$ cat config.mk
export PLATFORM = sky130hd
export DESIGN_NAME = vga_scan_timer
export DESIGN_NICKNAME = d
export VERILOG_FILES = /design/src/rtl/vga_scan_timer.sv
export SDC_FILE = /design/constraint.sdc
export NUM_CORES = 1
export LEC_CHECK = 0
export CORE_UTILIZATION = 45
export DETAILED_ROUTE_END_ITERATION = 10
export PLACE_DENSITY = 0.77
export SETUP_SLACK_MARGIN = 0.1
export SLEW_MARGIN = 30
export SYNTH_ARGS = -nofsm -noshare
export SYNTH_HDL_FRONTEND = slang
export SYNTH_SLANG_ARGS = --single-unit
$ cat constraint.sdc
create_clock -name clk -period 3.8 [get_ports clk]
set_input_delay 0.76 -clock clk [delete_from_list [all_inputs] [get_ports clk]]
set_output_delay 0.76 -clock clk [all_outputs]
set_load 0.005 [all_outputs]
$ cat src/rtl/vga_scan_timer.sv
// XGA raster timing generator: beam counters plus registered sync, blank,
// strobe and sticky interrupt outputs, all aligned with the x/y they accompany.
module vga_scan_timer #(
  parameter int H_VISIBLE = 1024,
  parameter int H_NARROW  = 960,
  parameter int H_FRONT   = 24,
  parameter int H_SYNC    = 136,
  parameter int H_BACK    = 160,
  parameter int V_VISIBLE = 768,
  parameter int V_FRONT   = 3,
  parameter int V_SYNC    = 6,
  parameter int V_BACK    = 29
) (
  input  logic        clk,
  input  logic        rst_n,
  input  logic        cli,
  input  logic        enable_interrupt_on_hblank,
  input  logic        enable_interrupt_on_vblank,
  input  logic        narrow_960,
  output logic [10:0] x,
  output logic [9:0]  y,
  output logic        hsync,
  output logic        vsync,
  output logic        retrace,
  output logic        blank,
  output logic        frame_start,
  output logic        interrupt
);

  localparam logic [10:0] H_LAST   = 11'(H_VISIBLE + H_FRONT + H_SYNC + H_BACK - 1);
  localparam logic [10:0] H_VIS_W  = 11'(H_VISIBLE);
  localparam logic [10:0] H_NAR_W  = 11'(H_NARROW);
  localparam logic [10:0] HS_START = 11'(H_VISIBLE + H_FRONT);
  localparam logic [10:0] HS_END   = 11'(H_VISIBLE + H_FRONT + H_SYNC);
  localparam logic [9:0]  V_LAST   = 10'(V_VISIBLE + V_FRONT + V_SYNC + V_BACK - 1);
  localparam logic [9:0]  V_VIS    = 10'(V_VISIBLE);
  localparam logic [9:0]  VS_START = 10'(V_VISIBLE + V_FRONT);
  localparam logic [9:0]  VS_END   = 10'(V_VISIBLE + V_FRONT + V_SYNC);

  logic [10:0] x_q, x_d;
  logic [9:0]  y_q, y_d;
  logic        hsync_q, hsync_d;
  logic        vsync_q, vsync_d;
  logic        retrace_q, retrace_d;
  logic        blank_q, blank_d;
  logic        frame_start_q, frame_start_d;
  logic        irq_q, irq_d;
  logic [10:0] width;
  logic        irq_event;

  // Decodes use the next counter values so every output lines up with x/y.
  always_comb begin
    x_d = x_q + 11'd1;
    y_d = y_q;
    if (x_q == H_LAST) begin
      x_d = '0;
      y_d = (y_q == V_LAST) ? '0 : y_q + 10'd1;
    end
    width         = narrow_960 ? H_NAR_W : H_VIS_W;
    hsync_d       = !((x_d >= HS_START) && (x_d < HS_END));
    vsync_d       = !((y_d >= VS_START) && (y_d < VS_END));
    blank_d       = (x_d >= width) || (y_d >= V_VIS);
    retrace_d     = (x_d == HS_START);
    frame_start_d = (x_d == '0) && (y_d == '0);
    irq_event     = ((x_q == H_VIS_W) && (y_q < V_VIS) && enable_interrupt_on_hblank) ||
                    ((x_q == '0) && (y_q == V_VIS) && enable_interrupt_on_vblank);
    // Set has priority over clear so a coincident event is never dropped.
    irq_d         = irq_event || (irq_q && !cli);
  end

  always_ff @(posedge clk) begin
    if (!rst_n) begin
      x_q           <= '0;
      y_q           <= '0;
      hsync_q       <= 1'b1;
      vsync_q       <= 1'b1;
      retrace_q     <= 1'b0;
      blank_q       <= 1'b0;
      frame_start_q <= 1'b0;
      irq_q         <= 1'b0;
    end else begin
      x_q           <= x_d;
      y_q           <= y_d;
      hsync_q       <= hsync_d;
      vsync_q       <= vsync_d;
      retrace_q     <= retrace_d;
      blank_q       <= blank_d;
      frame_start_q <= frame_start_d;
      irq_q         <= irq_d;
    end
  end

  assign x           = x_q;
  assign y           = y_q;
  assign hsync       = hsync_q;
  assign vsync       = vsync_q;
  assign retrace     = retrace_q;
  assign blank       = blank_q;
  assign frame_start = frame_start_q;
  assign interrupt   = irq_q;

endmodule
# ---- Word level (Yosys, flattened, before mapping)
# Index checks and enable logic that the tools add are counted.
dict set report totals {
  ff_bits 27
  output_inout_bits 27
  elab_cells 43
}
dict set report op_classes {
  magnitude_cmp 7
  eq_ne 5
  muxes 4
  add_sub_neg 2
  reduce_logical 17
}
# cell count
set op_table {}
lappend op_table {{11-bit == test, second input constant} 3}
lappend op_table {{11-bit logical NOT} 2}
lappend op_table {{11-bit two-way mux} 2}
lappend op_table {{10-bit == test, second input constant} 2}
lappend op_table {{10-bit >= comparator, second input constant} 2}
lappend op_table {{10-bit less-than comparator, second input constant} 2}
lappend op_table {{10-bit two-way mux} 2}
lappend op_table {{11-bit by 1-bit adder with 11-bit output, second input constant} 1}
lappend op_table {{11-bit >= comparator} 1}
lappend op_table {{11-bit >= comparator, second input constant} 1}
lappend op_table {{11-bit less-than comparator, second input constant} 1}
lappend op_table {{10-bit by 1-bit adder with 10-bit output, second input constant} 1}
lappend op_table {{10-bit logical NOT} 1}
lappend op_table {{1-bit logical AND} 8}
lappend op_table {{1-bit logical NOT} 3}
lappend op_table {{1-bit logical OR} 3}

# ---- Logic depth before layout (Yosys ltp)
# Gate-level depths: netlist of the first run.
dict set report depth {
  ltp_word 6
  depth_mapped 11
  mapped_depth_nobuf 10
}

# ---- Least setup slack after synthesis of the first run
# OpenSTA, ideal clock, no wires.
dict set report synth_timing {
  kind {flip-flop to flip-flop}
  from {reg x_q[0] (netlist: x[0])}
  to {reg blank_q (netlist: blank)}
  setup_slack_ns 1.291
  required_time_ns 3.675
  setup_time_ns 0.125
  n_path_buf 1
  t_arrival_ns 2.384
  synth_period_minus_slack_ns 2.509
  stages_incl_launch_ff 11
  path_cell_list {dfxtp_1 > ha_1 > and3_1 > clkbuf_1 > nand3_1 > o2bb2ai_1 > ha_1 > a21o_1 > a21oi_1 > nor2b_1 > o41a_1}
}
dict set report synth_between {
  elab_chain_len 4
}
# element line
set synth_lines {}
lappend synth_lines {{start: declaration} 40} ;# logic [10:0] x_q, x_d;
lappend synth_lines {{start signal: assignment} 73} ;# x_q <= '0;
lappend synth_lines {{start signal: assignment} 82} ;# x_q <= x_d;
lappend synth_lines {{11-bit by 1-bit adder with 11-bit output / 11-bit == test (equally long branches)} {53, 55}}
lappend synth_lines {{11-bit two-way mux *} 55} ;# if (x_q == H_LAST) begin
lappend synth_lines {{via x_d[8]} 40}
lappend synth_lines {{11-bit >= comparator *} 62} ;# blank_d = (x_d >= width) || (y_d >= V_VIS);
lappend synth_lines {{1-bit logical OR *} 62}
lappend synth_lines {{end signal: assignment} 87} ;# blank_q <= blank_d;
lappend synth_lines {{end: declaration} 45} ;# logic blank_q, blank_d;
# The timed path passes the listed nets; every way through them passes the cells marked *.
# A chain may end at the register's enable or synchronous reset.

# ---- Worst setup path in the final report of the first run
# Ends and elaborated chain as after synthesis.

==> metrics.md, run 1 <==
| Metric | Value |
|---|---|
| Sw Share | `23.3%` |
| CTS H-Tree Depth | `1` |
| Reg2reg setup slack | `960 ps` |
| Share of layout cells above drive strength 1 | `4.78%` |
| Most common flop cell mapped by yosys | `dfxtp_1` |
| Hold Path Class | `reg -> reg` |
| Ys Warns | `0` |
| Post-synth EDFFs | `0` |
| CTS tree | `done` |
| Port bufs | `32` |
| PD cells | `226 nW/um2` |
| Latest clock arrival within the worst-skew pair | `280 ps` |
| Reg clk slew, reported paths | `~100 ps` |
| DR WL/cell | `between 10 and 15 um` |
| Synthesis-to-finish area growth | `17.9%` |
| Cell area after synthesis | `1850 um2` |
| DR pass1 iterations | `4` |
| Clk_skew | `7.14 ps` |
| CTS Hold Buffers Added | `0` |
| Dpl cell area | `2130 um2` |
| Antenna viol nets, final | `0` |
| Synthesized instance count | `228` |
| Lkg Pwr | `~0.0008 uW` |
| CTS root buffer | `clkbuf_8` |
| Initial detailed-routing violation count | `158` |
| Status | `finished clean` |
| GRT Total Usage | `20.7%` |
| Worst EP arrival | `3020 ps` |
| Min-Delay Path Depth | `2` |
| Vias per cell | `around 5.9` |
| CTS Buffer Depth | `2` |
| Min-delay src | `interrupt` |
| Final setup viols | `0` |
| Syn Nets | `244` |
| Initial antenna violation count | `0` |
| Vias | `between 1500 and 2000` |
| Hold Fails Final Rpt | `0` |
| Die height | `66.1 um` |
| Critical R2R Capture | `blank` |
| Final core utilization | `57.3%` |
| FF-to-FF path depth | `10` |
| First-pass GRT wire length | `roughly 7.0 mm` |
| Fmax | `0.352 GHz` |
| Area of the core | `3800 um2` |
| Synth Area per Inst | `8.11 um2` |
| Grt total ovfl | `0` |
| Row count | `22` |
| Cell Int Power | `377 uW` |
| Fin nets | `268` |
| Placer Congestion | `0.893` |
| Post-route cell area | `2180 um2` |
| CTS resizes | `0` |
| Setup Fix Bufs, Post-CTS | `0` |
| Min Clock Period, post-route | `2840 ps` |
| R2r startpoint | `x[0]` |
| Routed wire length | `approximately 4.3 mm` |
| Post-DP HPWL | `3.18 mm` |
| Number of fillers in the final layout | `357` |
| Hold EP | `interrupt` |
| Die Area | `roughly 4400 um2` |
| CP startpoint kind | `register` |
| Crit-path max FO | `7` |
| Setup TNS Final | `0 ps` |
| Gate power share | `6.1%` |
| Max-slew violation count | `0` |
| CP Launch Point | `x[0]` |
| VDD IR max | `0.000133 V` |
| Die extent in x | `66.1 um` |
| Synthesized flop and latch total | `27` |
| CTS Sinks | `27` |
| Most frequent cells in the layout | `32 x clkdlybuf4s50_1, 27 x dfxtp_1, 21 x nand2_1` |
| Worst slew margin | `63.4%` |
| Num ports | `33` |
| Commonest non-fill, non-tap cell in the layout | `clkdlybuf4s50_1` |
| Async set-reset flop share out of synthesis | `0%` |
| Crit path capture type | `register` |
| Seq pwr share | `59.1%` |
| N_diodes | `0` |
| Critical path class | `reg -> reg` |
| Initial Util | `48.6%` |
| Library cells used by synthesis | `51` |
| Vias in the first global route | `1492` |
| Drt drc | `0` |
| Worst-margin pin slew | `543 ps` |
| Unrepaired setup endpoints after global routing | `false` |
| Required @ worst endpoint | `3970 ps` |
| Sequential element share of the synthesized area | `29.2%` |
| NetSw | `114 uW` |
| Clock Power Share | `between 30% and 40%` |
| MaxCap Viol Count | `0` |
| CTS Buf Count | `3` |
| Tcrit/Tclk final | `between 70% and 80%` |
| Largest net degree at the start of global routing | `17` |
power groups by stage:
| stage | Combinational [uW] | Sequential (uW) | Clock, uW |
|---|---|---|---|
| floorplan | 16.0 | 295 | 0 |
| global placement | 30.2 | 296 | 0 |
| detailed placement | 29.8 | 297 | 0 |
| CTS | 29.9 | 290 | 177 |
| global route | 33.9 | 291 | 190 |
| finish | 30.0 | 290 | 171 |
worst max path at each step:
stage	endpoint	depth (start not counted)
finish	blank	10
global route	blank	10
CTS	blank	10
detailed placement	blank	10
global placement	blank	10
floorplan	blank	10
sequential cells by signal, indices dropped and copies added, names as in the netlist:
name	cells
frame_start	1
y	10
blank	1
retrace	1
interrupt	1
x	11
hsync	1
vsync	1
routing by layer:
layer	up-vias	global-route usage, %	part of all wire (%)
met5	-	0	0
met4	0	5.05	0.84
met3	4	2.24	7.1
met2	67	31.3	44
met1	816	30.8	48
li1	881	-	-
logic make-up after synthesis:
kind of cell               share of synthesized area, %
xor gates and xnor gates                           5.69
adders and majority gates                          6.77
buffers and inverters                              6.97
muxes                                              1.15
and+or+nand+nor                                    34.9
AOI/OAI and AO/OA                                  15.3
DFF                                                29.2
cell usage after synthesis (2+ instances only):
cell type	count	area (um2)
buf_6	5	56.3
and3_1	8	50.1
clkbuf_2	2	10.0
a22oi_1	2	15.0
xnor2_1	4	35.0
o2bb2ai_1	2	17.5
o22a_1	2	17.5
and2_1	13	81.3
nand3_1	15	75.1
clkbuf_1	5	18.8
nand3b_1	2	15.0
dfxtp_1	27	541
o21ai_0	9	45.0
a32oi_1	2	17.5
nand4_1	10	62.6
inv_1	6	22.5
nand2b_1	3	18.8
nor3_1	5	25.0
nor2_1	19	71.3
a21oi_1	9	45.0
o2111ai_1	2	17.5
nor4_1	7	43.8
o21a_1	2	15.0
ha_1	10	125
nand2_1	21	78.8
nor2b_1	4	25.0
xor2_1	8	70.1
critical path: stages (launching register included):
cell and delay, ps:
dfxtp_1 430, ha_1 320, nand3_1 260, nor4_1 250, a21oi_1 70, o2bb2ai_1 310
ha_1 310, a21o_1 180, a21oi_1 150, nor2b_1 60, o41a_1 390
through the flow:
step           cells  setup slack [ps]  power, uW  hold WS [ps]
2_1_floorplan    228              1290        311           458
3_3_place_gp     295              1120        326           465
3_5_place_dp     295              1010        327           480
4_1_cts          299               992        497           496
5_1_grt          299               745        515           536
6_report         299               955        491           494
final cells by class:
class / instances / area [um2] / share of cell area, %
clock buffers: 3 / 41.3 / 1.90
clock inverters: 1 / 7.51 / 0.345
inverters: 6 / 22.5 / 1.03
multi-input cells: 181 / 1180 / 54.1
flip-flops and latches: 27 / 541 / 24.8
well taps: 48 / 60.1 / 2.76
repair buffers: 33 / 328 / 15.0
Power figures use the tool's default switching activity.
==> run 2: changes to the inputs <==
==> constraint.sdc (replaced) <==
create_clock -name clk -period 2.8 [get_ports clk]
set_input_delay 0.56 -clock clk [delete_from_list [all_inputs] [get_ports clk]]
set_output_delay 0.56 -clock clk [all_outputs]
set_load 0.005 [all_outputs]
==> run 2 against run 1 <==
Effect of this change:
- clock power is 29% higher
- cell count grew 3.7%
- count of clock-buffer cells in the layout stayed put
- critical path type unchanged
- highest routed layer unchanged
==> metrics.md, run 2 (same netlist as run 1, synthesis figures left out) <==
| Metric | Value |
|---|---|
| Reg clk slew, reported paths | `90 ps (about the same)` |
| Vias per cell | `5.68 (-3.9%)` |
| Die extent in x | `66.1 um (unchanged)` |
| Vias | `1762 (-0.34%)` |
| Max FFs per register | `11 (unchanged)` |
| Crit-path max FO | `9 (+2)` |
| CTS H-Tree Depth | `1 (unchanged)` |
| Buf/Inv on CP | `0 (unchanged)` |
| Area of the core | `3800 um2 (unchanged)` |
| GR Util met1 | `32.6% (+1.8 points)` |
| Critical R2R Capture | `blank` |
| DR pass1 iterations | `5 (+1)` |
| Drt drc | `0 (unchanged)` |
| First-pass GRT wire length | `7.33 mm (+4.9%)` |
| Hold Path Class | `reg -> reg` |
| Num ports | `33 (unchanged)` |
| Grt total ovfl | `0 (unchanged)` |
| Critical path depth in cells | `6 (-4)` |
| Most frequent cells in the layout | `32 x clkdlybuf4s50_1, 27 x dfxtp_1, 21 x nand2_1` |
| Worst-margin pin slew | `539 ps (-4.33 ps)` |
| Share of layout cells above drive strength 1 | `9.54% (+4.8 points)` |
| Max-slew violation count | `0 (unchanged)` |
| Tot Pwr | `655 uW (+33%)` |
| Die height | `66.1 um (unchanged)` |
| Kind of cell adding the most delay to the critical path | `simple AND/OR/NAND/NOR gates` |
| Critical path class | `reg -> reg` |
| Final core utilization | `59.7% (+2.3 points)` |
| CTS tree | `done` |
| Placer Congestion | `0.925 (+3.6%)` |
| Global routing usage on met2 | `32.8% (+1.5 points)` |
| MaxCap Viol Count | `0 (unchanged)` |
| Hold Fails Final Rpt | `0 (unchanged)` |
| Cell Chain, Critical Path | `or4b_4, nor3_2, nand4_1, xor2_1, a211oi_1, o41a_1` |
| Worst slew margin | `64.0% (+0.53 points)` |
| Unrepaired setup endpoints after global routing | `false` |
| Commonest non-fill, non-tap cell in the layout | `clkdlybuf4s50_1` |
| Tcrit/Tclk final | `88.4% (+14 points)` |
| GR peak layer | `met2` |
| CTS Buf Count | `3 (unchanged)` |
| Final setup viols | `0 (unchanged)` |
| Die Area | `4370 um2 (unchanged)` |
| Setup TNS Final | `0 ps (unchanged)` |
| FF-to-FF path depth | `6 (-4)` |
| Initial antenna violation count | `0 (unchanged)` |
| Initial detailed-routing violation count | `195 (+23%)` |
| CP max stage delay | `520 ps (+90 ps)` |
| CP startpoint kind | `register` |
| PD cells | `289 nW/um2 (+28%)` |
| Status | `finished clean` |
| Post-DP HPWL | `3.45 mm (+8.3%)` |
| Latest clock arrival within the worst-skew pair | `270 ps (about the same)` |
| Required @ worst endpoint | `2960 ps (-1010 ps)` |
| Crit path capture type | `register` |
| Vias in the first global route | `1546 (+3.6%)` |
| Fin nets | `279 (+4.1%)` |
| GRT Total Usage | `22.0% (+1.3 points)` |
| Min-delay src | `interrupt` |
| Initial Util | `48.6% (unchanged)` |
| CP endpoint | `blank` |
| Min Clock Period, post-route | `2480 ps (-369 ps)` |
| VDD IR max | `0.000193 V (+46%)` |
| Row count | `22 (unchanged)` |
| Setup Fix Bufs, Post-CTS | `0 (unchanged)` |
| CTS Hold Buffers Added | `0 (unchanged)` |
| Clk_skew | `3.48 ps (-3.66 ps)` |
| CP Launch Point | `x[10]` |
| CTS root buffer | `clkbuf_8` |
| Pre-CTS setup slack | `220 ps (-786 ps)` |
| Slowest CP cell | `or4b_4` |
| Reg2reg setup slack | `320 ps (-630 ps)` |
| R2r startpoint | `x[10]` |
| Port bufs | `32 (unchanged)` |
| CTS Sinks | `27 (unchanged)` |
| N_diodes | `0 (unchanged)` |
| CTS resizes | `0 (unchanged)` |
| GR Util met3 | `2.59% (+0.34 points)` |
| Routed wire length | `4.50 mm (+5.4%)` |
| Antenna viol nets, final | `0 (unchanged)` |
| Lkg Pwr | `0.000856 uW (+7.3%)` |
| Fmax | `0.404 GHz (+15%)` |
| DR WL/cell | `14.5 um (+1.7%)` |
| Synthesis-to-finish area growth | `22.7%` |
| Slack of the critical path | `324 ps (-631 ps)` |
| Worst EP arrival | `2640 ps (-380 ps)` |
| Largest net degree at the start of global routing | `16 (-1)` |
| CTS Buffer Depth | `2 (unchanged)` |
run 2: cell types whose count changed in the layout (fill, tap and decap cells not counted), sizes merged:
cell and delta:
clkinv +1, buf +11, clkinvlp -1
run 2: worst min path at each step:
| stage | slack, ps | to | depth (start not counted) |
|---|---|---|---|
| after detailed placement | 480 | interrupt | 2 |
| final | 500 | interrupt | 2 |
| after global routing | 530 | interrupt | 2 |
| after global placement | 470 | x[0] | 1 |
| after CTS | 500 | x[0] | 1 |
| after floorplan | 460 | x[0] | 1 |
run 2: power by group:
| part | total, uW | internal (uW) | switching [uW] | leakage (uW) |
|---|---|---|---|---|
| Clock | 220 | 99.6 | 121 | 0.0000255 |
| Sequential | 393 | 388 | 5.81 | 0.000218 |
| Combinational | 41.5 | 23.1 | 18.4 | 0.000612 |
| Total | 655 | 510 | 145 | 0.000856 |
run 2: tightest hold or removal path, cell delays in order (launching register included):
cell	delay (ps)
dfxtp_1	330
nand2b_1	60
a21boi_0	70
run 2: final cells by class:
cell class / count / area, um2
clock buffer: 3 / 41.3
clock inverter: 1 / 5.00
fill: 363 / 1530
inverter: 6 / 22.5
multi-input combinational: 181 / 1190
sequential: 27 / 541
tap: 48 / 60.1
timing repair buffer: 44 / 410
run 2: layer usage:
| layer | up-vias | part of all wire (%) |
|---|---|---|
| met2 | 70 | 43 |
| li1 | 893 | - |
| met3 | 2 | 7.6 |
| met4 | 0 | 0.73 |
| met5 | - | 0 |
| met1 | 797 | 49 |
run 2: through the flow:
step,hold slack [ps],area [um2],std cells
6_report,496,2270,310
5_1_grt,529,2270,310
4_1_cts,502,2260,310
3_5_place_dp,477,2210,306
3_3_place_gp,466,2210,306
2_1_floorplan,458,1850,228
==> run 3: changes to the inputs <==
--- a/config.mk
+++ b/config.mk
@@ -5,9 +5,9 @@
 export SDC_FILE = /design/constraint.sdc
 export NUM_CORES = 1
 export LEC_CHECK = 0
-export CORE_UTILIZATION = 45
+export CORE_UTILIZATION = 52
 export DETAILED_ROUTE_END_ITERATION = 10
-export PLACE_DENSITY = 0.77
+export PLACE_DENSITY = 0.86
 export SETUP_SLACK_MARGIN = 0.1
 export SLEW_MARGIN = 30
 export SYNTH_ARGS = -nofsm -noshare
==> run 3 against run 2 <==
Effect of this change:
- core utilization up 6.1 points
- sequential cell count stayed put
- wire length fell by 0.91%
- maximum frequency shrank 2.4%
- largest cell class unchanged
==> metrics.md, run 3 (same netlist as run 1, synthesis figures left out) <==
| Metric | Value |
|---|---|
| Global routing usage on met2 | `35.5% (+2.7 points)` |
| CTS H-Tree Depth | `1 (unchanged)` |
| First-pass GRT wire length | `7.04 mm (-4.0%)` |
| Post-DP HPWL | `3.37 mm (-2.3%)` |
| Placer Congestion | `1.01 (+9.5%)` |
| Hold Fails Final Rpt | `0 (unchanged)` |
| Unrepaired setup endpoints after global routing | `false` |
| CTS Buf Count | `3 (unchanged)` |
| Critical path class | `reg -> reg` |
| Hold Path Class | `reg -> reg` |
| N_diodes | `0 (unchanged)` |
| Most frequent cells in the layout | `32 x clkdlybuf4s50_1, 26 x dfxtp_1, 21 x nand2_1` |
| Min-Delay Path Depth | `1 (-1)` |
| Port bufs | `32 (unchanged)` |
| DR WL/cell | `14.7 um (+1.4%)` |
| MaxCap Viol Count | `0 (unchanged)` |
| Post-route cell area | `2210 um2 (-2.4%)` |
| Final setup viols | `0 (unchanged)` |
| DR pass1 iterations | `5 (unchanged)` |
| Vias per cell | `5.90 (+3.8%)` |
| Share of layout cells above drive strength 1 | `8.17% (-1.4 points)` |
| Max-slew violation count | `0 (unchanged)` |
| CTS tree | `done` |
| Max FFs per register | `11 (unchanged)` |
| Largest net degree at the start of global routing | `15 (-1)` |
| CTS Buffer Depth | `2 (unchanged)` |
| Worst slew margin | `62.3% (-1.6 points)` |
| Number of fillers in the final layout | `305 (-16%)` |
| Reg clk slew, reported paths | `140 ps (+50 ps)` |
| Min-delay src | `x[0]` |
| Fmax | `0.394 GHz (-2.4%)` |
| Vias | `1788 (+1.5%)` |
| Reg2reg setup slack | `260 ps (-60 ps)` |
| Routed wire length | `4.46 mm (-0.91%)` |
| CTS root buffer | `clkbuf_4` |
| CTS Sinks | `27 (unchanged)` |
| FF-to-FF path depth | `6 (unchanged)` |
| GR Util met1 | `38.5% (+6.0 points)` |
| Die Area | `3800 um2 (-13%)` |
| Final Non-Filler Cells | `303 (-2.3%)` |
| Latest clock arrival within the worst-skew pair | `320 ps (+50 ps)` |
| Tcrit/Tclk final | `90.6% (+2.1 points)` |
| Final core utilization | `65.8% (+6.1 points)` |
| Worst-margin pin slew | `560 ps (+21.0 ps)` |
| Lkg Pwr | `0.000819 uW (-4.2%)` |
| CTS Hold Buffers Added | `0 (unchanged)` |
| Hold EP | `x[0]` |
| Crit-path max FO | `9 (unchanged)` |
| Die height | `61.6 um (-6.8%)` |
| R2r startpoint | `x[7]` |
| Critical R2R Capture | `frame_start` |
| Grt total ovfl | `0 (unchanged)` |
| Area of the core | `3360 um2 (-11%)` |
| Clk_skew | `7.05 ps (+3.57 ps)` |
| Initial Util | `54.9% (+6.3 points)` |
| Setup TNS Final | `0 ps (unchanged)` |
| Drt drc | `0 (unchanged)` |
| Required @ worst endpoint | `3030 ps (+70 ps)` |
| Commonest non-fill, non-tap cell in the layout | `clkdlybuf4s50_1` |
| Min Clock Period, post-route | `2540 ps (+60.0 ps)` |
| Num ports | `33 (unchanged)` |
| Dpl cell area | `2170 um2 (-1.8%)` |
| VDD IR max | `0.000168 V (-13%)` |
| Status | `finished clean` |
| Synthesis-to-finish area growth | `19.8%` |
| Placed insts | `299 (-2.3%)` |
| Row count | `21 (-4.5%)` |
| Initial antenna violation count | `0 (unchanged)` |
| Crit path capture type | `register` |
| Die extent in x | `61.6 um (-6.8%)` |
| CP Launch Point | `x[7]` |
| Vias in the first global route | `1487 (-3.8%)` |
| Antenna viol nets, final | `0 (unchanged)` |
| Worst EP arrival | `2770 ps (+130 ps)` |
| Fin nets | `274 (-1.8%)` |
| GR peak layer | `met1` |
| PD cells | `273 nW/um2 (-5.5%)` |
| GRT Total Usage | `24.8% (+2.8 points)` |
| GR Util met3 | `2.94% (+0.35 points)` |
| CP startpoint kind | `register` |
| Initial detailed-routing violation count | `125 (-36%)` |
==> run 3: cell types whose count changed in the layout (fill, tap and decap cells not counted), sizes merged <==
cell,delta
buf,-5
clkinv,-1
clkbuf,+1
==> run 3: area by class of cell <==
type	count	area, um2	area share, %
multi-input combinational	181	1190	53.9
tap	46	57.6	2.60
inverter	6	22.5	1.02
sequential	27	542	24.5
clock buffer	4	26.3	1.19
timing repair buffer	39	373	16.8
==> run 3: power by group <==
| group | switching, uW | internal [uW] | total [uW] |
|---|---|---|---|
| combinational | 17.6 | 23.0 | 40.6 |
| sequential | 6.21 | 388 | 395 |
| clock | 114 | 55.8 | 169 |
| total | 137 | 467 | 605 |
==> run 3: routing by layer <==
metal | vias up | wire, um
li1 | 889 | -
met1 | 809 | 2130
met2 | 82 | 1920
met3 | 8 | 327
met4 | 0 | 77
met5 | - | 0
==> run 3: worst max-delay path by stage <==
| stage | slack [ps] | end |
|---|---|---|
| 2_1_floorplan | 290 | blank |
| 3_3_place_gp | 260 | blank |
| 3_5_place_dp | 130 | blank |
| 4_1_cts | 110 | blank |
| 5_1_grt | 130 | blank |
| 6_report | 260 | frame_start |
==> run 3: critical path, cell delays in order (launching register included) <==
cell      delay [ps]
dfxtp_1          460
or4b_4           580
or4_4            570
nor4_1           370
a21oi_1           70
and4bb_1         230
and4_1           160
==> run 3: timing repair <==
item	in CTS	in global routing
endpoints found under the setup margin	0	2
resized for setup	0	4
buffers inserted	0	0
==> run 3: per-stage QoR <==
step,hold slack [ps],power [uW],worst slack (ps)
2_1_floorplan,458,422,291
3_3_place_gp,465,442,256
3_5_place_dp,479,443,128
4_1_cts,514,609,106
5_1_grt,499,636,134
6_report,473,605,264
